<file path="src/rtl/csr_regfile_pkg.sv">
// ---------------------------------------------------------------------------
// csr_regfile_pkg
//
// Shared definitions for the machine-mode CSR storage array and the
// write-back CSR control stage that drives it:
//   - 12-bit CSR address constants
//   - the constant misa value (RV32I)
//   - mcause exception codes used by the control stage
//   - a small write-port resolution helper that applies "port 2 wins"
//     when both write ports target the same CSR address
// ---------------------------------------------------------------------------
package csr_regfile_pkg;

  // CSR addresses
  localparam logic [11:0] CSR_MSTATUS   = 12'h300;
  localparam logic [11:0] CSR_MISA      = 12'h301;
  localparam logic [11:0] CSR_MTVEC     = 12'h305;
  localparam logic [11:0] CSR_MSCRATCH  = 12'h340;
  localparam logic [11:0] CSR_MEPC      = 12'h341;
  localparam logic [11:0] CSR_MCAUSE    = 12'h342;
  localparam logic [11:0] CSR_MCYCLE    = 12'hB00;
  localparam logic [11:0] CSR_MCYCLEH   = 12'hB80;
  localparam logic [11:0] CSR_MINSTRET  = 12'hB02;
  localparam logic [11:0] CSR_MINSTRETH = 12'hB82;
  localparam logic [11:0] CSR_MVENDORID = 12'hF11;
  localparam logic [11:0] CSR_MHARTID   = 12'hF14;

  // misa: MXL=1 (32-bit), extension bit I set
  localparam logic [31:0] MISA_VALUE = 32'h4000_0100;

  // mcause codes shared with the control stage
  localparam logic [31:0] ECALL_M = 32'h0000_000b;

  // Resolved write for a single CSR: whether it is written this cycle and
  // with what data.
  typedef struct packed {
    logic        en;
    logic [31:0] data;
  } csrWrite_t;

  // Port 2 carries the trap/return side-write, so when both ports hit the
  // same address in one cycle the port-2 data is the one that commits.
  function automatic csrWrite_t resolveWrite(
    input logic [11:0] addr,
    input logic [11:0] waddr1,
    input logic [31:0] wdata1,
    input logic        wena1,
    input logic [11:0] waddr2,
    input logic [31:0] wdata2,
    input logic        wena2
  );
    csrWrite_t result;
    logic      hit1;
    logic      hit2;
    hit1        = wena1 && (waddr1 == addr);
    hit2        = wena2 && (waddr2 == addr);
    result.en   = hit1 || hit2;
    result.data = hit2 ? wdata2 : wdata1;
    return result;
  endfunction

endpackage

</file>
<file path="src/rtl/csr_counter64.sv">
// ---------------------------------------------------------------------------
// csr_counter64
//
// 64-bit free-running counter backing mcycle/minstret (and their high
// halves). Each 32-bit half can be loaded independently by software.
//
// Ports:
//   clk_i         system clock
//   rst_i         synchronous active-high reset, clears the counter
//   incEn_i       increment by one this cycle
//   loadLo_i      load bits [31:0] from loadLoData_i
//   loadHi_i      load bits [63:32] from loadHiData_i
//   loadLoData_i  data for the low half
//   loadHiData_i  data for the high half
//   count_o       current 64-bit count
// ---------------------------------------------------------------------------
module csr_counter64 (
  input  logic        clk_i,
  input  logic        rst_i,
  input  logic        incEn_i,
  input  logic        loadLo_i,
  input  logic        loadHi_i,
  input  logic [31:0] loadLoData_i,
  input  logic [31:0] loadHiData_i,
  output logic [63:0] count_o
);

  logic [63:0] count_q;
  logic [63:0] count_d;

  // A software load of either half suppresses the increment for the whole
  // cycle, so the untouched half holds and no carry crosses into it.
  always_comb begin
    count_d = count_q;
    if (loadLo_i || loadHi_i) begin
      if (loadLo_i) begin
        count_d[31:0] = loadLoData_i;
      end
      if (loadHi_i) begin
        count_d[63:32] = loadHiData_i;
      end
    end else if (incEn_i) begin
      count_d = count_q + 64'd1;
    end
  end

  // Counter state register; reset has priority over load and increment.
  always_ff @(posedge clk_i) begin
    if (rst_i) begin
      count_q <= 64'd0;
    end else begin
      count_q <= count_d;
    end
  end

  assign count_o = count_q;

endmodule

</file>
<file path="src/rtl/csr_regfile.sv">
// ---------------------------------------------------------------------------
// csr_regfile
//
// Machine-mode CSR storage array, downstream of the write-back CSR control
// logic. Accepts a general write port (port 1) and a trap/return side-write
// port (port 2), serves a combinational read port, and exports mtvec/mepc to
// the fetch redirect path.
//
// Configuration macro:
//   CSR_COUNTERS_EN  when defined, mcycle/mcycleh/minstret/minstreth are
//                    implemented; when undefined those addresses read 0 with
//                    o_illegal=1, writes to them are dropped and i_retire is
//                    ignored.
//
// Parameters:
//   MHARTID        value returned by mhartid
//   MSTATUS_RST    reset value of mstatus
//   MSTATUS_WMASK  writable bits of mstatus
//
// Ports:
//   clk        system clock
//   rst        synchronous active-high reset
//   i_waddr1   port-1 write address     i_wdata1  port-1 write data
//   i_wena1    port-1 write enable
//   i_waddr2   port-2 write address     i_wdata2  port-2 write data
//   i_wena2    port-2 write enable
//   i_raddr    read address
//   i_retire   one instruction retired this cycle
//   o_rdata    read data (combinational from i_raddr)
//   o_illegal  i_raddr is not an implemented CSR
//   o_mtvec    current mtvec
//   o_mepc     current mepc
// ---------------------------------------------------------------------------
module csr_regfile
  import csr_regfile_pkg::*;
#(
  parameter logic [31:0] MHARTID       = 32'h0,
  parameter logic [31:0] MSTATUS_RST   = 32'h0000_1800,
  parameter logic [31:0] MSTATUS_WMASK = 32'h0000_1888
) (
  input  logic        clk,
  input  logic        rst,
  input  logic [11:0] i_waddr1,
  input  logic [31:0] i_wdata1,
  input  logic        i_wena1,
  input  logic [11:0] i_waddr2,
  input  logic [31:0] i_wdata2,
  input  logic        i_wena2,
  input  logic [11:0] i_raddr,
  input  logic        i_retire,
  output logic [31:0] o_rdata,
  output logic        o_illegal,
  output logic [31:0] o_mtvec,
  output logic [31:0] o_mepc
);

  logic [31:0] mstatus_q,  mstatus_d;
  logic [31:0] mtvec_q,    mtvec_d;
  logic [31:0] mscratch_q, mscratch_d;
  logic [31:0] mepc_q,     mepc_d;
  logic [31:0] mcause_q,   mcause_d;

  csrWrite_t wrMstatus;
  csrWrite_t wrMtvec;
  csrWrite_t wrMscratch;
  csrWrite_t wrMepc;
  csrWrite_t wrMcause;

  // Per-CSR write resolution; unimplemented and read-only addresses simply
  // never match a target here, which is how those writes get dropped.
  assign wrMstatus  = resolveWrite(CSR_MSTATUS,  i_waddr1, i_wdata1, i_wena1,
                                   i_waddr2, i_wdata2, i_wena2);
  assign wrMtvec    = resolveWrite(CSR_MTVEC,    i_waddr1, i_wdata1, i_wena1,
                                   i_waddr2, i_wdata2, i_wena2);
  assign wrMscratch = resolveWrite(CSR_MSCRATCH, i_waddr1, i_wdata1, i_wena1,
                                   i_waddr2, i_wdata2, i_wena2);
  assign wrMepc     = resolveWrite(CSR_MEPC,     i_waddr1, i_wdata1, i_wena1,
                                   i_waddr2, i_wdata2, i_wena2);
  assign wrMcause   = resolveWrite(CSR_MCAUSE,   i_waddr1, i_wdata1, i_wena1,
                                   i_waddr2, i_wdata2, i_wena2);

  // Next-state for the plain storage CSRs. mstatus keeps non-writable bits
  // from the old value (which are always their reset value), and mtvec/mepc
  // are kept word aligned since only direct-mode vectors are supported.
  always_comb begin
    mstatus_d  = mstatus_q;
    mtvec_d    = mtvec_q;
    mscratch_d = mscratch_q;
    mepc_d     = mepc_q;
    mcause_d   = mcause_q;
    if (wrMstatus.en) begin
      mstatus_d = (wrMstatus.data & MSTATUS_WMASK) | (mstatus_q & ~MSTATUS_WMASK);
    end
    if (wrMtvec.en) begin
      mtvec_d = {wrMtvec.data[31:2], 2'b00};
    end
    if (wrMscratch.en) begin
      mscratch_d = wrMscratch.data;
    end
    if (wrMepc.en) begin
      mepc_d = {wrMepc.data[31:2], 2'b00};
    end
    if (wrMcause.en) begin
      mcause_d = wrMcause.data;
    end
  end

  // Storage registers; reset has priority over any write in the same cycle.
  always_ff @(posedge clk) begin
    if (rst) begin
      mstatus_q  <= MSTATUS_RST;
      mtvec_q    <= 32'h0;
      mscratch_q <= 32'h0;
      mepc_q     <= 32'h0;
      mcause_q   <= 32'h0;
    end else begin
      mstatus_q  <= mstatus_d;
      mtvec_q    <= mtvec_d;
      mscratch_q <= mscratch_d;
      mepc_q     <= mepc_d;
      mcause_q   <= mcause_d;
    end
  end

`ifdef CSR_COUNTERS_EN
  csrWrite_t   wrMcycle;
  csrWrite_t   wrMcycleh;
  csrWrite_t   wrMinstret;
  csrWrite_t   wrMinstreth;
  logic [63:0] mcycleCount;
  logic [63:0] minstretCount;

  assign wrMcycle    = resolveWrite(CSR_MCYCLE,    i_waddr1, i_wdata1, i_wena1,
                                    i_waddr2, i_wdata2, i_wena2);
  assign wrMcycleh   = resolveWrite(CSR_MCYCLEH,   i_waddr1, i_wdata1, i_wena1,
                                    i_waddr2, i_wdata2, i_wena2);
  assign wrMinstret  = resolveWrite(CSR_MINSTRET,  i_waddr1, i_wdata1, i_wena1,
                                    i_waddr2, i_wdata2, i_wena2);
  assign wrMinstreth = resolveWrite(CSR_MINSTRETH, i_waddr1, i_wdata1, i_wena1,
                                    i_waddr2, i_wdata2, i_wena2);

  csr_counter64 mcycleCounter (
    .clk_i        (clk),
    .rst_i        (rst),
    .incEn_i      (1'b1),
    .loadLo_i     (wrMcycle.en),
    .loadHi_i     (wrMcycleh.en),
    .loadLoData_i (wrMcycle.data),
    .loadHiData_i (wrMcycleh.data),
    .count_o      (mcycleCount)
  );

  csr_counter64 minstretCounter (
    .clk_i        (clk),
    .rst_i        (rst),
    .incEn_i      (i_retire),
    .loadLo_i     (wrMinstret.en),
    .loadHi_i     (wrMinstreth.en),
    .loadLoData_i (wrMinstret.data),
    .loadHiData_i (wrMinstreth.data),
    .count_o      (minstretCount)
  );
`else
  logic unusedRetire;
  assign unusedRetire = i_retire;
`endif

  // Read mux; anything not listed is unimplemented and reads as zero.
  always_comb begin
    o_rdata   = 32'h0;
    o_illegal = 1'b0;
    case (i_raddr)
      CSR_MSTATUS:   o_rdata = mstatus_q;
      CSR_MISA:      o_rdata = MISA_VALUE;
      CSR_MTVEC:     o_rdata = mtvec_q;
      CSR_MSCRATCH:  o_rdata = mscratch_q;
      CSR_MEPC:      o_rdata = mepc_q;
      CSR_MCAUSE:    o_rdata = mcause_q;
      CSR_MVENDORID: o_rdata = 32'h0;
      CSR_MHARTID:   o_rdata = MHARTID;
`ifdef CSR_COUNTERS_EN
      CSR_MCYCLE:    o_rdata = mcycleCount[31:0];
      CSR_MCYCLEH:   o_rdata = mcycleCount[63:32];
      CSR_MINSTRET:  o_rdata = minstretCount[31:0];
      CSR_MINSTRETH: o_rdata = minstretCount[63:32];
`endif
      default: begin
        o_rdata   = 32'h0;
        o_illegal = 1'b1;
      end
    endcase
  end

  assign o_mtvec = mtvec_q;
  assign o_mepc  = mepc_q;

endmodule

</file>
<file path="config.mk">
export PLATFORM = sky130hd
export DESIGN_NAME = csr_regfile
export DESIGN_NICKNAME = d
export VERILOG_FILES = /design/src/rtl/csr_regfile_pkg.sv /design/src/rtl/csr_counter64.sv /design/src/rtl/csr_regfile.sv
export SDC_FILE = /design/constraint.sdc
export NUM_CORES = 1
export LEC_CHECK = 0
export CAP_MARGIN = 40
export CORE_UTILIZATION = 52
export DETAILED_ROUTE_END_ITERATION = 12
export PLACE_DENSITY = 0.86
export SYNTH_ARGS = -nofsm -noshare
export SYNTH_HDL_FRONTEND = slang
export SYNTH_SLANG_ARGS = --single-unit
export TNS_END_PERCENT = 20
</file>
<file path="constraint.sdc">
create_clock -name clk -period 6.7 [get_ports clk]
set_clock_uncertainty 0.15 [all_clocks]
set_input_delay 1.34 -clock clk [delete_from_list [all_inputs] [get_ports clk]]
set_output_delay 1.34 -clock clk [all_outputs]
set_load 0.05 [all_outputs]
</file>
## Word-level counts from Yosys, hierarchy flattened

Index checks and enable logic that the tools add are counted.

| storage, ports and cells | value |
|---|---|
| bits in registers | 156 |
| output and inout bits | 97 |
| logic and storage cells | 47 |

| operators by class | value |
|---|---|
| eq/ne operators | 18 |
| muxes and demuxes | 7 |
| bitwise gates (word level) | 1 |
| reductions and logical operators | 16 |

Operators by type and width:

| operator | number |
|---|---|
| $eq 12x10->1 const B | 16 |
| $pmux 32 s6 | 1 |
| $mux 32 | 4 |
| $or 13x32->32 | 1 |
| $eq 12x12->1 const B | 2 |
| $mux 13 | 1 |
| $logic_and 1x1->1 | 10 |
| $reduce_or 8->1 | 1 |
| $logic_or 1x1->1 | 5 |
| $mux 1 | 1 |

## Longest topological paths before layout

Gate-level depths: netlist of run 1.

| logic depth | value |
|---|---|
| depth after elaboration | 4 |
| mapped depth | 7 |
| mapped depth without buffers | 4 |

## Worst setup path before layout of run 1

No wires, ideal clock.

| timing path | value |
|---|---|
| kind | input to output |
| start | input port i_raddr[1] |
| end | output port o_rdata[0] |
| data arrival time | 3,040 ps |
| setup slack | 2,170 ps |
| cell stages on the path | 5 |
| path through | buf_2 > buf_2 > buf_1 > mux2i_1 > nor2_1 |

| between the ends | value |
|---|---|
| word-level cells in the longest chain between the ends | 2 |
| elaborated cells between the ends (all ways) | 7 |

Ends and longest elaborated chain:

| what | RTL line | RTL |
|---|---|---|
| start: declaration | csr_regfile.sv:49 | `input logic [11:0] i_raddr,` |
| $eq 12x10->1 | csr_regfile.sv:172 | `case (i_raddr)` |
| $pmux 32 s6 (*) | csr_regfile.sv:172 |  |
| end: declaration | csr_regfile.sv:51 | `output logic [31:0] o_rdata,` |

Every way passes the cells marked *; elsewhere a longest branch is shown, timed or not.

## Worst setup path after layout of run 1

| timing path | value |
|---|---|
| start | input port i_raddr[8] |
| end | output port o_rdata[8] |

The elaborated chain is that of the path after synthesis.

==> results by group, run 1 <==
Timing
  – Max Clock Freq: 176.2 MHz
  – Unrepaired setup endpoints after global routing: no
  – Setup TNS: 0 ns
  – Final worst-path cycle share: 84.72%
  – Hold Vio Cnt, Final: 0
  – Slew Limit Fails: 0
  – Worst Tran Pin Value: 0.8622 ns
  – Final Setup Violations: 0
  – Crit path time final: 5.677 ns
  – Slew HR: 42.34%

Power
  – Design internal power: 1.374 mW
  – PwrDens: 186.5 mW/mm²
  – Gate power share: 9.4%
  – Switching part of the total: 23.95%
  – Maximum vdd drop: between 0.0001 and 0.00015 V
  – Clock power share: between 40 and 50%
  – Net Sw Power: roughly 430 µW
  – Pwr Total: roughly 1.8 mW
  – Register share of total power: 42.2%
  – Leakage: 3.116 nW

Critical path
  – WS Path Type: primary input to output port
  – Setup crit start kind: primary input
  – Setup crit end kind: output port
  – Arr. time, crit path: 4.19 ns
  – Worst EP required: 5.21 ns
  – Crit-path max FO: 14

Floorplanning
  – # rows: between 40 and 50
  – Die area: ~0.014 mm²
  – Core area: 0.01330 mm²
  – IO Pins: 202
  – Die Height: 118.9 µm
  – DIE WIDTH: 118.9 µm
  – Initial core utilization: 53.48%

Global route
  – First-pass GRT wire length: between 30000 and 40000 µm
  – Total track usage: 35.41%
  – GR Overflow Total: 0
  – Initial antenna violation count: 0
  – Vias in the first global route: 7432
  – Largest net degree at the start of global routing: 60

Clock tree
  – CTS Sinks: 128
  – CTS Buffer Depth: 2
  – Clk Latency, worst-skew pair: between 0.4 and 0.5 ns
  – Root Buffer: clkbuf_16
  – Cts repair resizes: 0
  – Setup bufs post-CTS: 0
  – CTS tree: yes
  – Hold buffers post-CTS: 0
  – H-tree Lvls: 4
  – Total CTS buffers: 17
  – Clock transition at path regs: ~0.05 ns

Status
  – Status: finished, final reports clean

Yosys
  – Top post-synthesis cells by area: dfxtp_1, mux2i_1, a21oi_1
  – Cells after synthesis: 878
  – Library cells used by synthesis: 52
  – Async SR Flop Fraction: 0%
  – #FFs+latches synth: 128
  – Post-synthesis sequential area ratio: 36.04%
  – Syn avg cell area: slightly above 8 µm²
  – Share of the synthesized area in the top cell type: 36.04%
  – Synth Cell Area: 0.007111 mm²
  – Synth cell count leaders: a21oi_1, dfxtp_1, nand2_1, o21ai_0, clkbuf_1
  – Dominant cell type by area after synthesis: dfxtp_1
  – Warnings, synthesis: 0
  – EDFF count, synth: 0
  – Ys flop type: dfxtp_1

Worst hold path
  – Tightest Hold Check Type: flip-flop to flip-flop

Drt
  – Vias per Instance: roughly 6.6
  – Via count: 8045
  – Initial DRC Count: 940
  – DR DRC count: 0
  – First-pass DRT Iterations: 6
  – Post-route ant nets: 0
  – WL/cell: 20.88 µm
  – Routed WL: 25430 µm

Placement
  – DP HPWL: 15590 µm
  – Buffers added on ports: around 200
  – Gpl congestion: 0.9237

Final layout
  – Final #Nets: 1134
  – Share of layout cells above drive strength 1: 7.198%
  – Layout area overhead: 36.20%
  – Antenna diodes: 0

Flow run
  – Max Cap Viol: 0
==> final timing paths <==
path | endpoint | cells past startpoint | start | slack, ns
setup / recovery | o_rdata[8] | 7 | i_raddr[8] | 1.02
hold / removal | mscratch_q[29] | 2 | mscratch_q[29] | 0.30
setup reg to reg | mcause_q[22] | 2 | mcause_q[22] | 5.80
hold reg to reg | mscratch_q[29] | 2 | mscratch_q[29] | 0.30
==> cells by family after synthesis <==
group / Yosys count / synth area share, %
AO/OA/AOI/OAI: 387 / 33.94
multiplexers: 69 / 9.783
other: 1 / 0.05274
flip-flops: 128 / 36.04
XOR/XNOR: 1 / 0.1232
buffers and inverters: 98 / 6.176
AND/OR/NAND/NOR: 194 / 13.88
==> critical path, cell delays in order <==
cell             delay, ns
clkdlybuf4s50_1       0.48
nor4bb_1              0.49
and3_1                0.32
nor3b_2               0.25
buf_4                 0.29
a22o_1                0.21
clkdlybuf4s50_1       0.80
==> routing by layer <==
layer	up-vias	global-route usage [%]	routed length [µm]
li1	3646	-	-
met5	-	0	0
met3	102	7.280	2666
met4	0	18.43	1052
met2	545	58.26	11910
met1	3752	43.61	9808
==> sequential cells by signal, indices dropped and copies added, names as in the netlist <==
name / count
mscratch_q: 32
mcause_q: 32
o_mtvec: 30
o_mepc: 30
mstatus_q: 4
==> cells in the final DEF, fill, tap and decap left out, types with 30 or more instances in the layout <==
cell type,n
clkdlybuf4s50_1,195
a21oi_1,128
dfxtp_1,128
nand2_1,96
o21ai_0,96
mux2i_1,65
nor2_1,40
a22oi_1,35
a31oi_1,31
a32oi_1,31
o31ai_1,30
==> per-stage QoR <==
step | setup slack (ns) | hold WS [ns] | cell area (µm²) | cells | util [%]
floorplan | 2.170 | 0.2775 | 7122 | 881 | -
global placement | 1.119 | 0.2874 | 9105 | 1185 | 68.48
detailed placement | 1.080 | 0.2925 | 9125 | 1186 | 68.63
CTS | 1.076 | 0.2995 | 9684 | 1218 | 72.84
global route | 0.8193 | 0.3164 | 9684 | 1218 | 72.84
finish | 1.023 | 0.2978 | 9684 | 1218 | 72.84
==> cell type report <==
type / instances / area [µm²]
well taps: 176 / 220.2
fillers: 1041 / 3611
clock buffers: 21 / 470.5
flip-flops and latches: 128 / 2562
inverters: 3 / 11.26
multi-input cells: 655 / 4151
clock inverters: 11 / 88.84
repair buffers: 224 / 2180
==> power groups by stage <==
stage / Clock (mW) / Sequential, mW / Combinational (mW)
finish: 0.875 / 0.762 / 0.169
CTS: 0.872 / 0.762 / 0.165
global route: 0.915 / 0.761 / 0.178
detailed placement: 0 / 0.778 / 0.163
floorplan: 0 / 0.779 / 0.0635
global placement: 0 / 0.778 / 0.161
(Power assumes the default switching activity.)
==> inputs of run 2 (changes only) <==
--- a/config.mk
+++ b/config.mk
@@ -6,9 +6,9 @@
 export NUM_CORES = 1
 export LEC_CHECK = 0
 export CAP_MARGIN = 40
-export CORE_UTILIZATION = 52
+export CORE_UTILIZATION = 44
 export DETAILED_ROUTE_END_ITERATION = 12
-export PLACE_DENSITY = 0.86
+export PLACE_DENSITY = 0.78
 export SYNTH_ARGS = -nofsm -noshare
 export SYNTH_HDL_FRONTEND = slang
 export SYNTH_SLANG_ARGS = --single-unit
==> constraint.sdc (replaced) <==
create_clock -name clk -period 4.8 [get_ports clk]
set_clock_uncertainty 0.15 [all_clocks]
set_input_delay 0.96 -clock clk [delete_from_list [all_inputs] [get_ports clk]]
set_output_delay 0.96 -clock clk [all_outputs]
set_load 0.05 [all_outputs]
==> results by group, run 2 (synthesized netlist as in run 1, its figures left out) <==
Status
  – Status: finished, final reports clean

Final layout
  – Share of layout cells above drive strength 1: 10.44% (+3.2 points)
  – Highest-count cells in the layout ignoring fill and taps: clkdlybuf4s50_1, a21oi_1, dfxtp_1
  – Biggest regs: mcause_q x32, mscratch_q x32
  – Final #Nets: 1136 (+0.18%)
  – Layout area overhead: 42.79%
  – Multi-input gate area: 0.004151 mm² (unchanged)
  – Antenna diodes: 0 (unchanged)
  – Most common cell after layout, fill and taps aside: clkdlybuf4s50_1
  – Post-layout util: 64.15% (-8.7 points)
  – Sequential Area: 0.002562 mm² (unchanged)
  – Fillers: 1362 (+31%)
  – Design Area, Final: 0.01015 mm² (+4.8%)

Timing
  – Unrepaired setup endpoints after global routing: no
  – Worst Tran Pin Value: 0.8407 ns (-0.02159 ns)
  – Hold Vio Cnt, Final: 0 (unchanged)
  – Slew Limit Fails: 0 (unchanged)
  – Max Clock Freq: ~220 MHz
  – Setup TNS: 0 ns (unchanged)
  – Final worst-path cycle share: a little over 90%
  – Crit path time final: 4.476 ns
  – Final Setup Violations: 0 (unchanged)
  – Slew HR: 43.90% (+1.6 points)
  – Final WS setup: 0.3243 ns (-0.6992 ns)

Drt
  – Routed WL: 26340 µm (+3.6%)
  – First-pass DRT Iterations: 6 (unchanged)
  – WL/cell: 20.91 µm (+0.12%)
  – Via count: 8012 (-0.41%)
  – Post-route ant nets: 0 (unchanged)
  – DR DRC count: 0 (unchanged)
  – Vias per Instance: 6.359 (-3.7%)
  – Initial DRC Count: 961 (+2.2%)

Global route
  – Total track usage: 31.31% (-4.1 points)
  – Vias in the first global route: 7474 (+0.57%)
  – First-pass GRT wire length: 40340 µm (+2.1%)
  – Largest net degree at the start of global routing: 93 (+55%)
  – GR Overflow Total: 0 (unchanged)
  – Initial antenna violation count: 1 (+1)

Floorplanning
  – # rows: 46 (+9.5%)
  – DIE WIDTH: 129.1 µm (+8.6%)
  – IO Pins: 202 (unchanged)
  – Die area: 0.01667 mm² (+18%)
  – Die Height: 129.1 µm (+8.6%)
  – Initial core utilization: 44.92% (-8.6 points)
  – Core area: 0.01583 mm² (+19%)

Clock tree
  – Clock transition at path regs: 0.06 ns (about the same)
  – Cts repair resizes: 0 (unchanged)
  – Hold buffers post-CTS: 0 (unchanged)
  – CTS tree: yes
  – Clk Latency, worst-skew pair: 0.43 ns (about the same)
  – Root Buffer: clkbuf_16
  – CTS Sinks: 128 (unchanged)
  – Setup bufs post-CTS: 0 (unchanged)
  – H-tree Lvls: 4 (unchanged)
  – CTS Buffer Depth: 2 (unchanged)
  – Total CTS buffers: 17 (unchanged)

Power
  – PwrDens: 264.6 mW/mm² (+42%)
  – Leakage: 3.314 nW (+6.4%)
  – Maximum vdd drop: 0.0003005 V (+100%)

Critical path
  – Worst EP required: 3.69 ns (-1.52 ns)
  – Most common cell on crit path: clkdlybuf4s50_1
  – Largest stage delay, worst path: 0.71 ns (-0.09 ns)
  – Setup crit end kind: output port
  – Crit-path max FO: 6 (-8)
  – CP max-delay cell: clkdlybuf4s50_1
  – WS Path Type: primary input to output port
  – Setup crit start kind: primary input
  – Arr. time, crit path: 3.37 ns (-0.82 ns)
  – CP Cell Sequence: clkdlybuf4s50_1, or4b_1, or3_1, a21oi_1, o21ai_1, clkdlybuf4s50_1

Placement
  – Gpl congestion: 0.8668 (-6.2%)
  – DP HPWL: 16660 µm (+6.9%)
  – Buffers added on ports: 196 (unchanged)
  – Area post-placement: 0.009523 mm² (+4.4%)
  – Dpl ws: 0.3398 ns (-0.7397 ns)

Worst hold path
  – Tightest Hold Check Type: flip-flop to flip-flop

Flow run
  – Max Cap Viol: 0 (unchanged)
==> run 2: changes by cell type in the layout (fill, tap and decap cells not counted), sizes merged <==
cell | previous run | this run
buf | 29 | 63
clkdlybuf4s50 | 195 | 163
bufinv | 1 | 4
clkinv | 8 | 5
==> run 2: final cells by class <==
type,instances,area share [%]
clock buffer,21,4.633
clock inverter,11,1.577
inverter,3,0.1109
multi-input combinational,655,40.89
sequential,128,25.24
tap,216,2.662
timing repair buffer,226,24.89
==> run 2: report_power, final <==
part,switching (mW),internal [mW],leakage (nW)
Clock,0.482,0.905,0.309
Sequential,0.000210,1.06,1.03
Combinational,0.128,0.109,1.97
Total,0.610,2.08,3.31
==> run 2: metrics by stage <==
| step | hold WS [ns] | instances | total power [mW] |
|---|---|---|---|
| 4_1_cts | 0.2986 | 1260 | 2.687 |
| 2_1_floorplan | 0.2775 | 881 | 1.175 |
| 3_3_place_gp | 0.2859 | 1228 | 1.313 |
| 5_1_grt | 0.3081 | 1260 | 2.752 |
| 3_5_place_dp | 0.2907 | 1228 | 1.315 |
| 6_report | 0.2980 | 1260 | 2.687 |
==> run 2: critical path: cells and delay by family <==
| kind | cells | cell delay [ns] |
|---|---|---|
| AND/OR/NAND/NOR | 2 | 0.97 |
| buffers and inverters | 2 | 1.22 |
| AO/OA/AOI/OAI | 2 | 0.21 |
==> run 2: path summary, 6_finish.rpt <==
check | from | end | slack, ns | depth (start not counted)
max | i_raddr[3] | o_illegal | 0.32 | 6
min | mscratch_q[20] | mscratch_q[20] | 0.30 | 2
max reg2reg | o_mtvec[30] | o_mtvec[30] | 3.89 | 2
min reg2reg | mscratch_q[20] | mscratch_q[20] | 0.30 | 2
==> run 2: layer usage <==
layer | part of all wire (%) | global-route usage [%] | wire, µm
met1 | 40 | 39.05 | 10470
met2 | 48 | 50.95 | 12560
met3 | 9.8 | 7.556 | 2584
met4 | 2.7 | 14.67 | 716
met5 | 0.049 | 0 | 13
==> inputs of run 3 (changes only) <==
--- a/config.mk
+++ b/config.mk
@@ -5,7 +5,6 @@
 export SDC_FILE = /design/constraint.sdc
 export NUM_CORES = 1
 export LEC_CHECK = 0
-export CAP_MARGIN = 40
 export CORE_UTILIZATION = 44
 export DETAILED_ROUTE_END_ITERATION = 12
 export PLACE_DENSITY = 0.78
==> results of run 3 <==
No change in the layout: final DEF, timing and power equal those of run 2.
